$ cat src/rtl/seven_segment_mux.sv
// Time-multiplexed hex driver for a DIGITS-wide common seven-segment display.
// Define SEVEN_SEGMENT_LZ_BLANK_EN to suppress leading-zero digits (digit 0 always shown).
module seven_segment_mux #(
  parameter int DIGITS      = 4,
  parameter int REFRESH_DIV = 50000,
  parameter int GUARD       = 1
) (
  input  logic                  clk,
  input  logic                  rst,
  input  logic [4*DIGITS-1:0]   value,
  input  logic                  load,
  input  logic                  blank,
  output logic                  seg_a,
  output logic                  seg_b,
  output logic                  seg_c,
  output logic                  seg_d,
  output logic                  seg_e,
  output logic                  seg_f,
  output logic                  seg_g,
  output logic [DIGITS-1:0]     digit_en,
  output logic                  frame_done
);

  localparam int PCNT_W = $clog2(REFRESH_DIV);
  localparam int IDX_W  = (DIGITS > 1) ? $clog2(DIGITS) : 1;

  localparam logic [PCNT_W-1:0] PCNT_MAX = PCNT_W'(REFRESH_DIV - 1);
  localparam logic [PCNT_W-1:0] GUARD_V  = PCNT_W'(GUARD);
  localparam logic [IDX_W-1:0]  LAST_IDX = IDX_W'(DIGITS - 1);

  function automatic logic [6:0] decode_hex(input logic [3:0] nib);
    logic [6:0] abcdefg;
    case (nib)
      4'h0:    abcdefg = 7'b1111110;
      4'h1:    abcdefg = 7'b0110000;
      4'h2:    abcdefg = 7'b1101101;
      4'h3:    abcdefg = 7'b1111001;
      4'h4:    abcdefg = 7'b0110011;
      4'h5:    abcdefg = 7'b1011011;
      4'h6:    abcdefg = 7'b1011111;
      4'h7:    abcdefg = 7'b1110000;
      4'h8:    abcdefg = 7'b1111111;
      4'h9:    abcdefg = 7'b1111011;
      4'hA:    abcdefg = 7'b1110111;
      4'hB:    abcdefg = 7'b0011111;
      4'hC:    abcdefg = 7'b1001110;
      4'hD:    abcdefg = 7'b0111101;
      4'hE:    abcdefg = 7'b1001111;
      default: abcdefg = 7'b1000111;
    endcase
    return abcdefg;
  endfunction

  logic [PCNT_W-1:0]   pcnt, pcnt_next;
  logic [IDX_W-1:0]    idx, idx_next;
  logic                tick, wrap;
  logic [4*DIGITS-1:0] shadow;
  logic                armed;
  logic [6:0]          seg_q, seg_next;
  logic [3:0]          nibble;
  logic                suppress;
  logic [DIGITS-1:0]   en_next;

  // NOTE: every signal written in always_comb gets a default first so no latch is inferred.
  always_comb begin
    tick      = (pcnt == PCNT_MAX);
    wrap      = tick && (idx == LAST_IDX);
    pcnt_next = tick ? '0 : pcnt + PCNT_W'(1);
    idx_next  = idx;
    if (wrap)      idx_next = '0;
    else if (tick) idx_next = idx + IDX_W'(1);
  end

  // Select the shadow nibble for the digit about to be scanned.
  always_comb begin
    nibble   = '0;
    suppress = 1'b0;
`ifdef SEVEN_SEGMENT_LZ_BLANK_EN
    begin
      logic upper_zero;
      upper_zero = 1'b1;
      for (int i = DIGITS - 1; i >= 0; i--) begin
        upper_zero = upper_zero && (shadow[4*i +: 4] == 4'h0);
        if (idx_next == IDX_W'(i)) begin
          nibble   = shadow[4*i +: 4];
          suppress = upper_zero && (i != 0);
        end
      end
    end
`else
    for (int i = 0; i < DIGITS; i++) begin
      if (idx_next == IDX_W'(i)) nibble = shadow[4*i +: 4];
    end
`endif
    seg_next = suppress ? 7'b0000000 : decode_hex(nibble);
  end

  // Enables stay dark until the first tick after reset, during the guard window and while blanked.
  always_comb begin
    en_next = '0;
    if (!blank && (armed || tick) && !(pcnt_next < GUARD_V))
      en_next = DIGITS'(1) << idx_next;
  end

  // NOTE: sequential state uses non-blocking assignments only, so every flop samples pre-edge values.
  always_ff @(posedge clk) begin
    if (rst) begin
      pcnt       <= '0;
      idx        <= '0;
      shadow     <= '0;
      armed      <= 1'b0;
      seg_q      <= '0;
      digit_en   <= '0;
      frame_done <= 1'b0;
    end else begin
      pcnt       <= pcnt_next;
      idx        <= idx_next;
      frame_done <= wrap;
      digit_en   <= en_next;
      if (load) shadow <= value;
      if (tick) begin
        seg_q <= seg_next;
        armed <= 1'b1;
      end
    end
  end

  assign {seg_a, seg_b, seg_c, seg_d, seg_e, seg_f, seg_g} = seg_q;

endmodule

$ cat config.mk
export PLATFORM = sky130hd
export DESIGN_NAME = seven_segment_mux
export DESIGN_NICKNAME = d
export VERILOG_FILES = /design/src/rtl/seven_segment_mux.sv
export SDC_FILE = /design/constraint.sdc
export NUM_CORES = 1
export LEC_CHECK = 0
export ABC_AREA = 1
export CAP_MARGIN = 15
export CORE_ASPECT_RATIO = 1.4
export CORE_MARGIN = 2
export CORE_UTILIZATION = 45
export DETAILED_ROUTE_END_ITERATION = 6
export PLACE_DENSITY = 0.67
export SLEW_MARGIN = 5
export SYNTH_ARGS = -nofsm -noshare
export SYNTH_HDL_FRONTEND = slang
export SYNTH_SLANG_ARGS = --single-unit
$ cat constraint.sdc
create_clock -name clk -period 6.8 [get_ports clk]
set_clock_uncertainty 0.05 [all_clocks]
set_input_delay 0.68 -clock clk [delete_from_list [all_inputs] [get_ports clk]]
set_output_delay 0.68 -clock clk [all_outputs]
set_load 0.005 [all_outputs]
Word level (Yosys, flattened, before mapping)
Memories as Yosys holds them, arrays and structs flattened. A register that Yosys moved wholly into a read port is not among the register bits.
Cells that the tools add are included.
{"block": "totals", "reg_bits": 40, "rom_bits": 112, "input_bits": 20, "output_inout_bits": 12, "mem_count": 1}
{"block": "op_classes", "n_addsub": 2, "magnitude_cmp": 1, "n_eq_ne": 5, "shift": 1, "n_mux": 7, "bitwise": 1, "n_reduce_logical": 8}
{"memory": "(name not given)", "words": 16, "width": 7, "rd": 1, "rd_ports_with_merged_regs": 1, "write_ports": 0, "line": "33", "source": "case (nib)"}
{"op": "$add A16 B1 Y16 const B", "n": 1}
{"op": "$eq A16 B16 Y1 const B", "n": 1}
{"op": "$lt A16 B1 Y1 const B", "n": 1}
{"op": "$mux W16", "n": 1}
{"op": "$mux W4", "n": 4}
{"op": "$eq A2 B2 Y1 const B", "n": 3}
{"op": "$mux W2", "n": 2}
{"op": "$shl A1 B2 Y4 const A", "n": 1}
{"op": "$logic_and A1 B1 Y1", "n": 3}
{"op": "$add A2 B1 Y2 const B", "n": 1}
{"op": "$eq A2 B1 Y1 const B", "n": 1}
{"op": "$logic_not A1 Y1", "n": 2}
{"op": "$logic_not A2 Y1", "n": 1}
{"op": "$reduce_or A2 Y1", "n": 1}
{"op": "$logic_or A1 B1 Y1", "n": 1}
{"op": "$not A1 Y1", "n": 1}

Depth between registers and ports, before layout
{"block": "depth", "depth_word": 8, "mapped_depth": 19, "depth_no_buf": 19}

Worst setup path after synthesis
Ideal clock, no wire load.
{"block": "synth_timing", "path_kind": "reg2reg", "startpoint": "reg pcnt[0]", "endpoint": "reg seg_q[3]", "setup_ps": 131, "arrival_time_ps": 2124, "t_required_ps": 6619, "setup_slack_ps": 4496, "stages_incl_launch_ff": 17, "cell_sequence": "dfxtp_1 > ha_1 > nand3_2 > nor2_4 > nand2_4 > nand2_4 > nand2_8 > nand2_2 > o211ai_1 > o21bai_1 > ha_1 > nand2_2 > nand2_1 > nand2_1 > nand2_1 > nand2_1 > a21oi_2"}
{"block": "synth_via", "elab_chain_len": 8}
{"element": "start, declared", "line": "54", "source": "logic [PCNT_W-1:0] pcnt, pcnt_next;"}
{"element": "start signal, assigned", "line": "116", "source": "pcnt <= pcnt_next;"}
{"element": "$eq A16 B16 Y1 (*)", "line": "66", "source": "tick = (pcnt == PCNT_MAX);"}
{"element": "$mux W2 / $logic_and A1 B1 Y1 (equally long branches)", "line": "71, 67"}
{"element": "$mux W2", "line": "70", "source": "if (wrap) idx_next = '0;"}
{"element": "$logic_not A2 Y1", "line": "92", "source": "if (idx_next == IDX_W'(i)) nibble = shadow[4*i +: 4];"}
{"element": "$mux W4 (4 in series)", "line": "92"}
{"element": "end, declared", "line": "59", "source": "logic [6:0] seg_q, seg_next;"}
Every way passes the cells marked *; elsewhere a longest branch is shown, timed or not.
A chain may end at the register's enable or synchronous reset.

Worst setup path in the final report
Same ends and word-level chain as after synthesis.

==> summary.md <==
| Metric | Value |
|---|---|
| Prevailing post-synth register cell | `dfxtp_1` |
| Synth Warn # | `0` |
| Pleak | `1.274 nW` |
| Compound-Gate Fraction of Synth Area | `0.1171` |
| Hold path depth | `2` |
| # clock sinks | `47` |
| Initial core utilization | `0.4635` |
| Commonest cells in the netlist | `61 x nand2_1, 57 x nor2_1, 47 x dfxtp_1, 32 x inv_1` |
| DPL Wire Length | `3.950 mm` |
| Initial antenna violation count | `0` |
| Comb pwr share | `0.101` |
| Hold Startpoint | `armed$_SDFFE_PP0N_` |
| GRT Util Overall | `0.1826` |
| Clock power share | `0.349` |
| Crit end category | `register` |
| Final Hold Violating Endpoints | `0` |
| First-pass GRT wire length | `8.921 mm` |
| Tmin final | `around 2.7 ns` |
| DR vias | `2224` |
| Yosys cell types | `39` |
| Gpl congestion | `about 0.8` |
| GR Overflow Total | `0` |
| Most common cell in the netlist | `nand2_1` |
| Total power | `520.4 uW` |
| Root Buffer | `clkbuf_8` |
| Share of the synthesized area in the top cell type | `0.3701` |
| Sw power | `approximately 120 uW` |
| CTS tree | `done` |
| Main combinational cell family by area after synthesis | `simple AND/OR/NAND/NOR gates` |
| Post-CTS Setup Bufs | `0` |
| Sw Share | `0.2324` |
| Worst path arrival time | `2.85 ns` |
| VDD IR max | `0.1128 mV` |
| Startpoint types | `register` |
| Vias per inst | `4.975` |
| Antenna-violating nets left | `0` |
| Sequential share of power | `0.550` |
| Final #Nets | `407` |
| Total Wirelength | `5.119 mm` |
| Crit share post-route | `0.3947` |
| Final instance area | `0.003010 sq mm` |
| Worst path most repeated cell | `nand2_1` |
| Area of the mapped netlist | `0.002542 sq mm` |
| Top cell type by total area after synthesis | `dfxtp_1` |
| Worst path max stage delay | `0.38 ns` |
| RR Startpoint | `pcnt[0]$_SDFF_PP0_` |
| Pre-Repair DR Iteration Count | `4` |
| Synth Area in Simple Gates | `0.3878` |
| Outcome | `complete, no violations` |
| TNS Setup | `0 ns` |
| Slowest cell on the critical path | `dfxtp_1` |
| Die X-Extent | `67.53 um` |
| Largest net degree at the start of global routing | `28` |
| Hold-fix buffers, CTS | `0` |
| Hold Path End | `armed$_SDFFE_PP0N_` |
| Pwr per Cell Area | `between 150 and 200 mW/mm^2` |
| Rows | `32` |
| Htree depth | `2` |
| Mux contribution to synthesized area | `0` |
| Synthesized area per cell | `7.327 sq um` |
| Unrepaired setup endpoints after global routing | `no` |
| CTS max path bufs | `2` |
| Post-Synth Adder-Cell Area | `0.04429` |
| Xor/xnor cell area share of the yosys netlist | `0.01033` |
| Max Clk Rate | `0.3725 GHz` |
| Sequential share of the synthesized area | `0.3701` |
| Worst Hold Class | `reg2reg` |
| Cell Int Power | `399.4 uW` |
| Placed cell area | `0.002910 sq mm` |
| Area grow syn2layout | `18.41%` |
| Crit path cell chain | `ha_1 -> nand3_2 -> nor2_2 -> nand2_4 -> nand2_2 -> nand2_4 -> nand2_2 -> inv_2 -> nand2_1 -> nand2_1 -> nor2_2 -> inv_1 -> ha_1 -> nor2_1 -> nand2_1 -> nand2_1 -> nand2_1 -> a21oi_2` |
| Post-cts sizing count | `0` |
| Vias in the first global route | `2187` |
| R2R Path End | `seg_q[3]$_SDFFE_PP0N_` |
| Post-Synthesis Cells | `~350` |
| I/O Buffers | `31` |
| Syn nets | `376` |
| Layout cell share with drive strength beyond 1 | `0.1398` |
| Max-slew headroom at the worst pin | `0.3916` |
| Number of synthesized register bits | `47` |
| Fin util | `0.5488` |
| Worst reg-to-reg setup slack | `4.12 ns` |
| WL/cell | `roughly 11 um` |
| Residual DRC | `0` |
| Drt initial violations | `84` |
| WS Path Type | `reg2reg` |
| Final Setup Violations | `0` |
| Worst slew pin tran | `0.9098 ns` |
| Worst-Skew Late Latency | `around 0.29 ns` |
| N_diodes | `0` |
| I/O pin total | `32` |
| Clock-pin slew of the registers on the worst-case setup and hold paths | `0.08 ns` |
| Die Area | `0.006275 sq mm` |
| CORE AREA | `between 0.005 and 0.006 sq mm` |
| Synth area leaders | `dfxtp_1 37%, nand2_1 9.0%, nor2_1 8.4%, inv_1 4.7%, a21oi_1 4.5%` |
| Worst Path Required | `around 7 ns` |
| R2R cell count | `18` |
| Die Y | `92.94 um` |
| # Max-Cap Violations | `0` |
| CP max FO | `10` |
| CTS buffer count | `5` |
| Number of flops mapped to enable cells by yosys | `0` |
| Post-synth ARST share | `0` |
| Final slew viol count | `0` |
| Worst Setup SP | `pcnt[0]$_SDFF_PP0_` |
-- layout by cell type, fill, tap and decap left out, drive strengths merged, types with 3 or more instances in the layout --
master and instances:
a21oi 24, clkbuf 8, clkdlybuf4s50 31, dfxtp 47, ha 9, inv 37, nand2 79, nand3 22
nand3b 3, nand4 6, nor2 70, nor4 3, o21ai 24
-- power groups by stage --
stage	clock network, mW	registers [mW]	logic (mW)
2_1_floorplan	0	0.292	0.0344
3_3_place_gp	0	0.293	0.0516
3_5_place_dp	0	0.293	0.0524
4_1_cts	0.188	0.286	0.0527
5_1_grt	0.197	0.287	0.0600
6_report	0.182	0.286	0.0523
-- flip-flops by register name, indices dropped and copies added (netlist names) --
name,cells
armed,1
digit_en,4
frame_done,1
idx,2
pcnt,16
seg_q,7
shadow,16
-- worst max path at each step --
stage / slack (ns) / end
final: 4.12 / seg_q[3]$_SDFFE_PP0N_
after CTS: 4.07 / seg_q[3]$_SDFFE_PP0N_
after global routing: 3.83 / seg_q[3]$_SDFFE_PP0N_
after floorplan: 4.50 / seg_q[3]$_SDFFE_PP0N_
after detailed placement: 3.94 / digit_en[0]$_SDFF_PP0_
after global placement: 4.00 / digit_en[1]$_SDFF_PP0_
-- area by class of cell --
class                           instances  area (sq um)
Fill cell                             546          2475
Multi-Input combinational cell        254          1423
Sequential cell                        47         940.9
Timing Repair Buffer                   31         310.3
Inverter                               39         151.4
Clock buffer                            8         100.1
Tap cell                               68         85.08
-- layer usage --
layer / wire, um / global-route usage / up-vias
met5: 0 / 0 / -
met4: 71 / 0.07143 / 0
met2: 2653 / 0.3317 / 34
li1: - / - / 1185
met3: 144 / 0.02795 / 6
met1: 2249 / 0.2047 / 999
-- critical path: cells and delay by family, from the launching register on --
kind                       cells  cell delay (ns)
and+or+nand+nor               13             1.46
DFF                            1             0.38
buffers and inverters          2             0.18
adders and majority gates      2             0.44
AOI/OAI and AO/OA              1             0.11
-- metrics by stage --
stage	hold slack, ns	std cells	worst slack, ns
after floorplan	0.3840	347	4.496
after global placement	0.3946	439	4.002
after detailed placement	0.4016	439	3.936
after CTS	0.4145	447	4.074
after global routing	0.4461	447	3.834
final	0.4130	447	4.116
-- kinds of logic after synthesis --
| family | after synthesis |
|---|---|
| AND/OR/NAND/NOR | 187 |
| buffers and inverters | 46 |
| flip-flops | 47 |
| XOR/XNOR | 3 |
| AO/OA/AOI/OAI | 55 |
| adder cells (fa/ha/maj) | 9 |
No activity file was read; power rests on OpenSTA's default activity.
